File: src/rtl/axil_pkg.sv
// Shared AXI4-Lite definitions: response codes and the command-master FSM state encoding.
package axil_pkg;

  localparam logic [1:0] OKAY   = 2'd0;
  localparam logic [1:0] EXOKAY = 2'd1;
  localparam logic [1:0] SLVERR = 2'd2;
  localparam logic [1:0] DECERR = 2'd3;

  typedef enum logic [2:0] {
    ST_IDLE    = 3'd0,
    ST_WRITE   = 3'd1,
    ST_WRESP   = 3'd2,
    ST_RADDR   = 3'd3,
    ST_RDATA   = 3'd4,
    ST_RESPOND = 3'd5
  } axil_state_e;

endpackage

File: src/rtl/axil_cmd_master_if.sv
// AXI4-Lite bus bundle between axil_cmd_master (master modport) and the interconnect (slave modport).
interface axil_cmd_master_if #(
  parameter int ADDR_W = 32,
  parameter int DATA_W = 32
);
  logic [ADDR_W-1:0]   M_AXI_AWADDR;
  logic [2:0]          M_AXI_AWPROT;
  logic                M_AXI_AWVALID;
  logic                M_AXI_AWREADY;
  logic [DATA_W-1:0]   M_AXI_WDATA;
  logic [DATA_W/8-1:0] M_AXI_WSTRB;
  logic                M_AXI_WVALID;
  logic                M_AXI_WREADY;
  logic [1:0]          M_AXI_BRESP;
  logic                M_AXI_BVALID;
  logic                M_AXI_BREADY;
  logic [ADDR_W-1:0]   M_AXI_ARADDR;
  logic [2:0]          M_AXI_ARPROT;
  logic                M_AXI_ARVALID;
  logic                M_AXI_ARREADY;
  logic [DATA_W-1:0]   M_AXI_RDATA;
  logic [1:0]          M_AXI_RRESP;
  logic                M_AXI_RVALID;
  logic                M_AXI_RREADY;

  modport master (
    output M_AXI_AWADDR, M_AXI_AWPROT, M_AXI_AWVALID, input M_AXI_AWREADY,
    output M_AXI_WDATA, M_AXI_WSTRB, M_AXI_WVALID, input M_AXI_WREADY,
    input  M_AXI_BRESP, M_AXI_BVALID, output M_AXI_BREADY,
    output M_AXI_ARADDR, M_AXI_ARPROT, M_AXI_ARVALID, input M_AXI_ARREADY,
    input  M_AXI_RDATA, M_AXI_RRESP, M_AXI_RVALID, output M_AXI_RREADY
  );

  modport slave (
    input  M_AXI_AWADDR, M_AXI_AWPROT, M_AXI_AWVALID, output M_AXI_AWREADY,
    input  M_AXI_WDATA, M_AXI_WSTRB, M_AXI_WVALID, output M_AXI_WREADY,
    output M_AXI_BRESP, M_AXI_BVALID, input M_AXI_BREADY,
    input  M_AXI_ARADDR, M_AXI_ARPROT, M_AXI_ARVALID, output M_AXI_ARREADY,
    output M_AXI_RDATA, M_AXI_RRESP, M_AXI_RVALID, input M_AXI_RREADY
  );
endinterface

File: src/rtl/axil_watchdog.sv
// Transaction watchdog: counts busy cycles, flags expiry on the cycle the count reaches LIMIT.
module axil_watchdog #(
  parameter int unsigned LIMIT = 1024
) (
  input  logic i_clk,
  input  logic i_rst,
  input  logic i_clear,
  input  logic i_active,
  output logic o_expire
);
  localparam int unsigned CW = $clog2(LIMIT + 1);

  logic [CW-1:0] r_cnt;

  // Busy-cycle counter, saturating at LIMIT.
  always_ff @(posedge i_clk) begin
    if (i_rst) begin
      r_cnt <= '0;
    end else if (i_clear) begin
      r_cnt <= '0;
    end else if (i_active && (r_cnt != CW'(LIMIT))) begin
      r_cnt <= r_cnt + CW'(1);
    end else begin
      r_cnt <= r_cnt;
    end
  end

  assign o_expire = i_active && (r_cnt == CW'(LIMIT - 1));
endmodule

File: src/rtl/axil_cmd_master.sv
// Single-outstanding AXI4-Lite master driven by a valid/ready command port, answering on a response port.
// Define AXIL_CMD_MASTER_TIMEOUT_EN to add a watchdog that abandons a stalled transaction with SLVERR.
module axil_cmd_master
  import axil_pkg::*;
#(
  parameter int unsigned M_AXI_ADDR_WIDTH = 32,
  parameter int unsigned M_AXI_DATA_WIDTH = 32,
  parameter int unsigned TIMEOUT_CYCLES   = 1024
) (
  input  logic                        AXI_ACLK,
  input  logic                        AXI_RESET,
  input  logic                        cmd_valid,
  output logic                        cmd_ready,
  input  logic                        cmd_write,
  input  logic [M_AXI_ADDR_WIDTH-1:0] cmd_addr,
  input  logic [M_AXI_DATA_WIDTH-1:0] cmd_wdata,
  output logic                        rsp_valid,
  input  logic                        rsp_ready,
  output logic [M_AXI_DATA_WIDTH-1:0] rsp_rdata,
  output logic [1:0]                  rsp_resp,
  output logic                        rsp_timeout,
  axil_cmd_master_if.master           m_axi
);
  axil_state_e                 r_state;
  logic                        r_cmd_ready;
  logic                        r_awvalid, r_wvalid, r_bready, r_arvalid, r_rready;
  logic [M_AXI_ADDR_WIDTH-1:0] r_awaddr, r_araddr;
  logic [M_AXI_DATA_WIDTH-1:0] r_wdata;
  logic                        r_rsp_valid;
  logic [M_AXI_DATA_WIDTH-1:0] r_rsp_rdata;
  logic [1:0]                  r_rsp_resp;
  logic                        r_rsp_timeout;
  logic                        w_aw_done, w_w_done;
  logic                        w_expire;

  // A channel counts as done once its valid has already dropped or handshakes this cycle.
  assign w_aw_done = !r_awvalid || m_axi.M_AXI_AWREADY;
  assign w_w_done  = !r_wvalid  || m_axi.M_AXI_WREADY;

`ifdef AXIL_CMD_MASTER_TIMEOUT_EN
  logic w_busy;
  logic w_idle;

  always_comb begin
    w_busy = 1'b0;
    case (r_state)
      ST_WRITE, ST_WRESP, ST_RADDR, ST_RDATA: w_busy = 1'b1;
      default:                                w_busy = 1'b0;
    endcase
  end

  assign w_idle = (r_state == ST_IDLE);

  axil_watchdog #(.LIMIT(TIMEOUT_CYCLES)) u_watchdog (
    .i_clk    (AXI_ACLK),
    .i_rst    (AXI_RESET),
    .i_clear  (w_idle),
    .i_active (w_busy),
    .o_expire (w_expire)
  );
`else
  assign w_expire = 1'b0;
`endif

  // Transaction FSM; the watchdog exit overrides any handshake in the same cycle.
  always_ff @(posedge AXI_ACLK) begin
    if (AXI_RESET) begin
      r_state       <= ST_IDLE;
      r_cmd_ready   <= 1'b1;
      r_awvalid     <= 1'b0;
      r_wvalid      <= 1'b0;
      r_bready      <= 1'b0;
      r_arvalid     <= 1'b0;
      r_rready      <= 1'b0;
      r_awaddr      <= '0;
      r_araddr      <= '0;
      r_wdata       <= '0;
      r_rsp_valid   <= 1'b0;
      r_rsp_rdata   <= '0;
      r_rsp_resp    <= OKAY;
      r_rsp_timeout <= 1'b0;
    end else if (w_expire) begin
      r_awvalid     <= 1'b0;
      r_wvalid      <= 1'b0;
      r_bready      <= 1'b0;
      r_arvalid     <= 1'b0;
      r_rready      <= 1'b0;
      r_rsp_valid   <= 1'b1;
      r_rsp_rdata   <= '0;
      r_rsp_resp    <= SLVERR;
      r_rsp_timeout <= 1'b1;
      r_state       <= ST_RESPOND;
    end else begin
      case (r_state)
        ST_IDLE: begin
          if (cmd_valid && r_cmd_ready) begin
            r_cmd_ready <= 1'b0;
            if (cmd_write) begin
              r_awaddr  <= cmd_addr;
              r_wdata   <= cmd_wdata;
              r_awvalid <= 1'b1;
              r_wvalid  <= 1'b1;
              r_state   <= ST_WRITE;
            end else begin
              r_araddr  <= cmd_addr;
              r_arvalid <= 1'b1;
              r_state   <= ST_RADDR;
            end
          end
        end
        ST_WRITE: begin
          if (w_aw_done && w_w_done) begin
            r_awvalid <= 1'b0;
            r_wvalid  <= 1'b0;
            r_bready  <= 1'b1;
            r_state   <= ST_WRESP;
          end else begin
            if (m_axi.M_AXI_AWREADY) r_awvalid <= 1'b0;
            if (m_axi.M_AXI_WREADY)  r_wvalid  <= 1'b0;
          end
        end
        ST_WRESP: begin
          if (m_axi.M_AXI_BVALID) begin
            r_bready      <= 1'b0;
            r_rsp_valid   <= 1'b1;
            r_rsp_rdata   <= '0;
            r_rsp_resp    <= m_axi.M_AXI_BRESP;
            r_rsp_timeout <= 1'b0;
            r_state       <= ST_RESPOND;
          end
        end
        ST_RADDR: begin
          if (m_axi.M_AXI_ARREADY) begin
            r_arvalid <= 1'b0;
            r_rready  <= 1'b1;
            r_state   <= ST_RDATA;
          end
        end
        ST_RDATA: begin
          if (m_axi.M_AXI_RVALID) begin
            r_rready      <= 1'b0;
            r_rsp_valid   <= 1'b1;
            r_rsp_rdata   <= m_axi.M_AXI_RDATA;
            r_rsp_resp    <= m_axi.M_AXI_RRESP;
            r_rsp_timeout <= 1'b0;
            r_state       <= ST_RESPOND;
          end
        end
        ST_RESPOND: begin
          if (rsp_ready) begin
            r_rsp_valid <= 1'b0;
            r_cmd_ready <= 1'b1;
            r_state     <= ST_IDLE;
          end
        end
        default: begin
          r_awvalid   <= 1'b0;
          r_wvalid    <= 1'b0;
          r_bready    <= 1'b0;
          r_arvalid   <= 1'b0;
          r_rready    <= 1'b0;
          r_rsp_valid <= 1'b0;
          r_cmd_ready <= 1'b1;
          r_state     <= ST_IDLE;
        end
      endcase
    end
  end

  assign cmd_ready           = r_cmd_ready;
  assign rsp_valid           = r_rsp_valid;
  assign rsp_rdata           = r_rsp_rdata;
  assign rsp_resp            = r_rsp_resp;
  assign rsp_timeout         = r_rsp_timeout;
  assign m_axi.M_AXI_AWADDR  = r_awaddr;
  assign m_axi.M_AXI_AWPROT  = 3'b000;
  assign m_axi.M_AXI_AWVALID = r_awvalid;
  assign m_axi.M_AXI_WDATA   = r_wdata;
  assign m_axi.M_AXI_WSTRB   = {(M_AXI_DATA_WIDTH/8){1'b1}};
  assign m_axi.M_AXI_WVALID  = r_wvalid;
  assign m_axi.M_AXI_BREADY  = r_bready;
  assign m_axi.M_AXI_ARADDR  = r_araddr;
  assign m_axi.M_AXI_ARPROT  = 3'b000;
  assign m_axi.M_AXI_ARVALID = r_arvalid;
  assign m_axi.M_AXI_RREADY  = r_rready;
endmodule

File: src/flat_wrapper.sv
// flat-port wrapper written by rule: the top's interface ports become plain ports
module axil_cmd_master_flat import axil_pkg::*;
#(
  parameter int unsigned M_AXI_ADDR_WIDTH = 32,
  parameter int unsigned M_AXI_DATA_WIDTH = 32,
  parameter int unsigned TIMEOUT_CYCLES   = 1024
)
  (AXI_ACLK, AXI_RESET, cmd_valid, cmd_ready, cmd_write, cmd_addr, cmd_wdata, rsp_valid, rsp_ready, rsp_rdata, rsp_resp, rsp_timeout, m_axi_M_AXI_AWADDR, m_axi_M_AXI_AWPROT, m_axi_M_AXI_AWVALID, m_axi_M_AXI_AWREADY, m_axi_M_AXI_WDATA, m_axi_M_AXI_WSTRB, m_axi_M_AXI_WVALID, m_axi_M_AXI_WREADY, m_axi_M_AXI_BRESP, m_axi_M_AXI_BVALID, m_axi_M_AXI_BREADY, m_axi_M_AXI_ARADDR, m_axi_M_AXI_ARPROT, m_axi_M_AXI_ARVALID, m_axi_M_AXI_ARREADY, m_axi_M_AXI_RDATA, m_axi_M_AXI_RRESP, m_axi_M_AXI_RVALID, m_axi_M_AXI_RREADY);
  axil_cmd_master_if m_axi_i ();
  input  logic AXI_ACLK;
  input  logic AXI_RESET;
  input  logic cmd_valid;
  output logic cmd_ready;
  input  logic cmd_write;
  input  logic [M_AXI_ADDR_WIDTH-1:0] cmd_addr;
  input  logic [M_AXI_DATA_WIDTH-1:0] cmd_wdata;
  output logic rsp_valid;
  input  logic rsp_ready;
  output logic [M_AXI_DATA_WIDTH-1:0] rsp_rdata;
  output logic [1:0] rsp_resp;
  output logic rsp_timeout;
  output wire logic [$bits(m_axi_i.M_AXI_AWADDR)-1:0] m_axi_M_AXI_AWADDR;
  output wire logic [$bits(m_axi_i.M_AXI_AWPROT)-1:0] m_axi_M_AXI_AWPROT;
  output wire logic [$bits(m_axi_i.M_AXI_AWVALID)-1:0] m_axi_M_AXI_AWVALID;
  input wire logic [$bits(m_axi_i.M_AXI_AWREADY)-1:0] m_axi_M_AXI_AWREADY;
  output wire logic [$bits(m_axi_i.M_AXI_WDATA)-1:0] m_axi_M_AXI_WDATA;
  output wire logic [$bits(m_axi_i.M_AXI_WSTRB)-1:0] m_axi_M_AXI_WSTRB;
  output wire logic [$bits(m_axi_i.M_AXI_WVALID)-1:0] m_axi_M_AXI_WVALID;
  input wire logic [$bits(m_axi_i.M_AXI_WREADY)-1:0] m_axi_M_AXI_WREADY;
  input wire logic [$bits(m_axi_i.M_AXI_BRESP)-1:0] m_axi_M_AXI_BRESP;
  input wire logic [$bits(m_axi_i.M_AXI_BVALID)-1:0] m_axi_M_AXI_BVALID;
  output wire logic [$bits(m_axi_i.M_AXI_BREADY)-1:0] m_axi_M_AXI_BREADY;
  output wire logic [$bits(m_axi_i.M_AXI_ARADDR)-1:0] m_axi_M_AXI_ARADDR;
  output wire logic [$bits(m_axi_i.M_AXI_ARPROT)-1:0] m_axi_M_AXI_ARPROT;
  output wire logic [$bits(m_axi_i.M_AXI_ARVALID)-1:0] m_axi_M_AXI_ARVALID;
  input wire logic [$bits(m_axi_i.M_AXI_ARREADY)-1:0] m_axi_M_AXI_ARREADY;
  input wire logic [$bits(m_axi_i.M_AXI_RDATA)-1:0] m_axi_M_AXI_RDATA;
  input wire logic [$bits(m_axi_i.M_AXI_RRESP)-1:0] m_axi_M_AXI_RRESP;
  input wire logic [$bits(m_axi_i.M_AXI_RVALID)-1:0] m_axi_M_AXI_RVALID;
  output wire logic [$bits(m_axi_i.M_AXI_RREADY)-1:0] m_axi_M_AXI_RREADY;
  assign m_axi_M_AXI_AWADDR = m_axi_i.M_AXI_AWADDR;
  assign m_axi_M_AXI_AWPROT = m_axi_i.M_AXI_AWPROT;
  assign m_axi_M_AXI_AWVALID = m_axi_i.M_AXI_AWVALID;
  assign m_axi_i.M_AXI_AWREADY = m_axi_M_AXI_AWREADY;
  assign m_axi_M_AXI_WDATA = m_axi_i.M_AXI_WDATA;
  assign m_axi_M_AXI_WSTRB = m_axi_i.M_AXI_WSTRB;
  assign m_axi_M_AXI_WVALID = m_axi_i.M_AXI_WVALID;
  assign m_axi_i.M_AXI_WREADY = m_axi_M_AXI_WREADY;
  assign m_axi_i.M_AXI_BRESP = m_axi_M_AXI_BRESP;
  assign m_axi_i.M_AXI_BVALID = m_axi_M_AXI_BVALID;
  assign m_axi_M_AXI_BREADY = m_axi_i.M_AXI_BREADY;
  assign m_axi_M_AXI_ARADDR = m_axi_i.M_AXI_ARADDR;
  assign m_axi_M_AXI_ARPROT = m_axi_i.M_AXI_ARPROT;
  assign m_axi_M_AXI_ARVALID = m_axi_i.M_AXI_ARVALID;
  assign m_axi_i.M_AXI_ARREADY = m_axi_M_AXI_ARREADY;
  assign m_axi_i.M_AXI_RDATA = m_axi_M_AXI_RDATA;
  assign m_axi_i.M_AXI_RRESP = m_axi_M_AXI_RRESP;
  assign m_axi_i.M_AXI_RVALID = m_axi_M_AXI_RVALID;
  assign m_axi_M_AXI_RREADY = m_axi_i.M_AXI_RREADY;
  axil_cmd_master #(.M_AXI_ADDR_WIDTH(M_AXI_ADDR_WIDTH), .M_AXI_DATA_WIDTH(M_AXI_DATA_WIDTH), .TIMEOUT_CYCLES(TIMEOUT_CYCLES)) u_core (.AXI_ACLK(AXI_ACLK), .AXI_RESET(AXI_RESET), .cmd_valid(cmd_valid), .cmd_ready(cmd_ready), .cmd_write(cmd_write), .cmd_addr(cmd_addr), .cmd_wdata(cmd_wdata), .rsp_valid(rsp_valid), .rsp_ready(rsp_ready), .rsp_rdata(rsp_rdata), .rsp_resp(rsp_resp), .rsp_timeout(rsp_timeout), .m_axi(m_axi_i));
endmodule
File: config.mk
export PLATFORM = sky130hd
export DESIGN_NAME = axil_cmd_master_flat
export DESIGN_NICKNAME = d
export VERILOG_FILES = /design/src/rtl/axil_pkg.sv /design/src/rtl/axil_cmd_master_if.sv /design/src/rtl/axil_watchdog.sv /design/src/rtl/axil_cmd_master.sv /design/src/flat_wrapper.sv
export SDC_FILE = /design/constraint.sdc
export NUM_CORES = 1
export LEC_CHECK = 0
export CORE_ASPECT_RATIO = 0.5
export CORE_UTILIZATION = 37
export DETAILED_ROUTE_END_ITERATION = 12
export PLACE_DENSITY = 0.73
export SYNTH_ARGS = -nofsm -noshare
export SYNTH_HDL_FRONTEND = slang
export SYNTH_SLANG_ARGS = --single-unit
File: constraint.sdc
create_clock -name AXI_ACLK -period 1.4 [get_ports AXI_ACLK]
set_clock_uncertainty 0.05 [all_clocks]
set_input_delay 0.14 -clock AXI_ACLK [delete_from_list [all_inputs] [get_ports AXI_ACLK]]
set_output_delay 0.14 -clock AXI_ACLK [all_outputs]
set_load 0.02 [all_outputs]
# Word-level counts from Yosys, hierarchy flattened
# Index checks and enable logic that the tools add are counted.
# Widths: inputs -> output; s select.
[classes] n_eq_ne=15 n_mux=40 n_bitwise=7 n_reduce_logical=25
[op_table] operator="$mux 32" n=2
[op_table] operator="$pmux 32 s2" n=1
[op_table] operator="$reduce_or 4->1" n=5
[op_table] operator="$mux 1" n=18
[op_table] operator="$mux 3" n=6
[op_table] operator="$pmux 1 s3" n=6
[op_table] operator="$pmux 3 s6" n=1
[op_table] operator="$reduce_and 3->1" n=6
[op_table] operator="$reduce_and 4->1" n=4
[op_table] operator="$ne 2x2->1 const B" n=6
[op_table] operator="$not 1->1" n=7
[op_table] operator="$eq 3x2->1 const B" n=2
[op_table] operator="$eq 3x3->1 const B" n=2
[op_table] operator="$mux 2" n=3
[op_table] operator="$ne 3x2->1 const B" n=2
[op_table] operator="$reduce_and 6->1" n=1
[op_table] operator="$ne 2x1->1 const B" n=2
[op_table] operator="$pmux 1 s4" n=1
[op_table] operator="$pmux 2 s2" n=1
[op_table] operator="$eq 3x1->1 const B" n=1
[op_table] operator="$logic_not 3->1" n=1
[op_table] operator="$reduce_or 3->1" n=1
[op_table] operator="$logic_and 1x1->1" n=2
[op_table] operator="$logic_not 1->1" n=2
[op_table] operator="3 further kinds" n=4
[totals] ff_bits=141 input_bits=110 out_inout_bits=148

# Longest topological paths before layout
[depth] ltp_word=5 mapped_depth=7 mapped_depth_nobuf=5

# Worst setup path after synthesis
# Ideal clock, no wire load.
[synth_path] kind="reg-to-reg" from="reg u_core.r_state[2]" to="reg u_core.r_awaddr[17] (netlist: u_core.m_axi.M_AXI_AWADDR[17])" arrival_time_ns=1.288 required_time_ns=1.279 path_slack_ns=-0.009 stages_incl_launch_ff=8 synth_period_minus_slack_ns=1.409 path_cell_list="dfxtp_1 nor3_2 and3_4 and2_4 buf_12 buf_12 nand2_2 a21oi_2"
[synth_between] elab_chain_cells=2
[synth_lines] element="from (decl)" line_no="axil_cmd_master.sv:24" text="axil_state_e r_state;"
[synth_lines] element="from (signal assigned)" line_no="axil_cmd_master.sv:68" text="r_state <= ST_IDLE;"
[synth_lines] element="from (signal assigned)" line_no="axil_cmd_master.sv:92" text="r_state <= ST_RESPOND;"
[synth_lines] element="from (signal assigned)" line_no="axil_cmd_master.sv:103" text="r_state <= ST_WRITE;"
[synth_lines] element="$logic_not 3->1" line_no="axil_cmd_master.sv:94" text="case (r_state)"
[synth_lines] element="$reduce_and 3->1 (no source line)"
[synth_lines] element="to (signal assigned)" line_no="axil_cmd_master.sv:99" text="r_awaddr <= cmd_addr;"
[synth_lines] element="to (decl)" line_no="axil_cmd_master.sv:27" text="logic [M_AXI_ADDR_WIDTH-1:0] r_awaddr, r_araddr;"
# No other way between the ends.
# A chain may end at the register's enable or synchronous reset.

# Worst setup path after layout
[layout_path] from="reg u_core.r_state[2]" to="reg u_core.r_awaddr[30] (netlist: u_core.m_axi.M_AXI_AWADDR[30])"
# Same word-level chain as after synthesis.

==> flow_summary.json <==
{
  "outcome": "finished, violations left",
  "violations": "negative setup slack",
  "viasPerCell": 4.714,
  "r2r_cells": 6,
  "nets": 1032,
  "path_max_fanout": 13,
  "antenna_found_initial": 0,
  "postLayoutCellArea_um2": 9070,
  "vdd_drop_max_uv": 1124,
  "final_cell_mix": "194 x nand2_1, 137 x dfxtp_1, 135 x dlygate4sd2_1, 108 x clkdlybuf4s50_1, 88 x a21oi_1",
  "ant_nets": 0,
  "setup_tns_ns": -11.07,
  "grt_use_total": 0.2136,
  "synthCells": 657,
  "numPortBuffers": 246,
  "ys_ff_latch": 140,
  "yosysTopAreaCell": "dfxtp_1",
  "fillerInstances": 1277,
  "dieArea_um2": 15520,
  "grt_pass1_wl_um": 26190,
  "vias": 5341,
  "firstDrtPassIters": 4,
  "crit_type": "reg2reg",
  "critPathCaptureType": "flip-flop",
  "max-cap-violations": 0,
  "worstPathRequired_ns": 1.70,
  "die_y_um": 88.60,
  "cts_num_sinks": 140,
  "htreeDepth": 4,
  "initial_core_util": 0.3815,
  "final_util": 0.6236,
  "cts_tree": "built",
  "gp_congestion": 0.8202,
  "ys_seq_area_frac": 0.5051,
  "num_antenna_cells": 0,
  "startpoint_type": "flip-flop",
  "wl_per_cell_um": 15.17,
  "whs_ns": 0.06081,
  "slew_violations": 0,
  "placed_cell_area_um2": 8284,
  "ioPinCount": 258,
  "drc": 0,
  "drive_above_1_share": 0.2150,
  "grt_pass1_vias": 5237,
  "setup_violations": 135,
  "clk_pin_slew_ns": 0.07,
  "drt-initial-drc-count": 260,
  "place_hpwl_um": 11390,
  "synth.distinct_cells": 38,
  "worst_slack_ns": -0.1324,
  "clockBufferDepth": 2,
  "area_growth_pct": 63.45,
  "core_um2": 14550,
  "rsz0062_at_grt": "yes",
  "layout_commonest_cell": "nand2_1",
  "syn_avg_cell_area_um2": 8.446,
  "arrival_ns": 1.83,
  "cts_inserted_buffers": 17,
  "power.leakage_nw": 3.830,
  "finalCritPeriodShare": 1.095,
  "min_period_ns": 1.532,
  "clk_latency_ns": 0.41,
  "hold_viol_final": 0,
  "synth_area_um2": 5549,
  "hold_depth": 2,
  "fmax_ghz": 0.6526,
  "ys_warn_count": 0,
  "die_w_um": 175.2,
  "hold_class": "in2reg",
  "yosysTopAreaCellShare": 0.5051,
  "grt-ovfl-total": 0,
  "powerDensity_nw_per_um2": 1600,
  "place_ws_ns": -0.2370,
  "synth.area.top_cells": "dfxtp_1 51%, nand2_1 13%, a21oi_1 9.0%, a21oi_2 6.0%, nand2_2 4.4%",
  "cts-root-buf": "clkbuf_16",
  "routed_wl_um": 17190,
  "grt_max_degree": 60,
  "fp-row-count": 31
}
[where the power goes]
part / switching, mW / leakage, nW / internal [mW] / total, mW
registers: 0.293 / 1.14 / 4.49 / 4.79
clock network: 1.83 / 0.270 / 2.57 / 4.40
logic: 2.92 / 2.42 / 2.41 / 5.33
total: 5.04 / 3.83 / 9.48 / 14.5
[cells in the mapped netlist, drive strengths merged]
library cell and number:
nor3 1, conb 2, inv 3, nand3b 2
o21ai 3, o21a 1, clkbuf 21, a21o 1
a21boi 1, and3 2, a211oi 2, a31o 1
a31oi 3, o31ai 2, buf 39, mux2i 2
or2 1, nor2b 5, nand3 35, nand4 1
dfxtp 140, nand2b 2, nor2 9, a211o 2
a22oi 1, nand2 234, a21oi 139, or4 1
and2 1
[worst max-delay path: stages (launching register included)]
cell and delay [ns]:
dfxtp_4 0.37, nor3_4 0.17, and3_4 0.23, and2_4 0.25
clkbuf_16 0.22, nand2_2 0.06, a21oi_2 0.10
[kinds of logic after synthesis]
logic type      share of synthesized area
simple gates                       0.2365
buf+inv                           0.07869
mux                              0.003608
other cells                      0.001353
flops                              0.5051
compound gates                     0.1747
[routing by layer]
| metal | part of all wire | track usage | vias to the layer above | wire length, um |
|---|---|---|---|---|
| li1 | - | - | 2678 | - |
| met5 | 0 | 0 | - | 0 |
| met1 | 0.42 | 0.2422 | 2503 | 7275 |
| met3 | 0.039 | 0.05284 | 32 | 678 |
| met4 | 0.023 | 0.07352 | 0 | 388 |
| met2 | 0.51 | 0.3994 | 128 | 8844 |
[worst paths after layout]
path | from | end | slack, ns
worst max-delay path | u_core.r_state[2]$_SDFFE_PP0P_ | u_core.m_axi.M_AXI_AWADDR[30]$_SDFFE_PP0P_ | -0.13
worst min-delay path | AXI_RESET | u_core.rsp_rdata[4]$_SDFFE_PP0P_ | 0.06
worst max register to register | u_core.r_state[2]$_SDFFE_PP0P_ | u_core.m_axi.M_AXI_AWADDR[30]$_SDFFE_PP0P_ | -0.13
worst min register to register | u_core.rsp_rdata[16]$_SDFFE_PP0P_ | u_core.rsp_rdata[16]$_SDFFE_PP0P_ | 0.40
[state kept, by name, summed over array words and instances, names as in the netlist, 2 cells and up]
register and count:
u_core.m_axi.M_AXI_ARADDR 32, u_core.m_axi.M_AXI_AWADDR 32, u_core.m_axi.M_AXI_WDATA 32, u_core.rsp_rdata 32, u_core.r_state 3, u_core.rsp_resp 2
[what timing repair did]
action | in CTS | in global routing
hold buffers | 0 | 0
buffers inserted | 11 | 0
pin swaps | 8 | 7
resized for setup | 171 | 28
endpoints found under the setup margin | 272 | 138
gates cloned | 3 | 2
[metrics by stage]
step	total power [mW]	cells
floorplan	7.633	666
global placement	9.594	1087
detailed placement	9.665	1087
CTS	14.37	1133
global route	15.24	1133
finish	14.52	1133
[final cells by class]
class	count	area, um2	area share
Multi-Input combinational cell	463	2512	0.2770
Sequential cell	140	2811	0.3100
Tap cell	198	247.7	0.02731
Clock buffer	19	452.9	0.04994
Timing Repair Buffer	297	2903	0.3200
Clock inverter	13	128.9	0.01421
Inverter	3	13.76	0.001517
(Power assumes the default switching activity.)
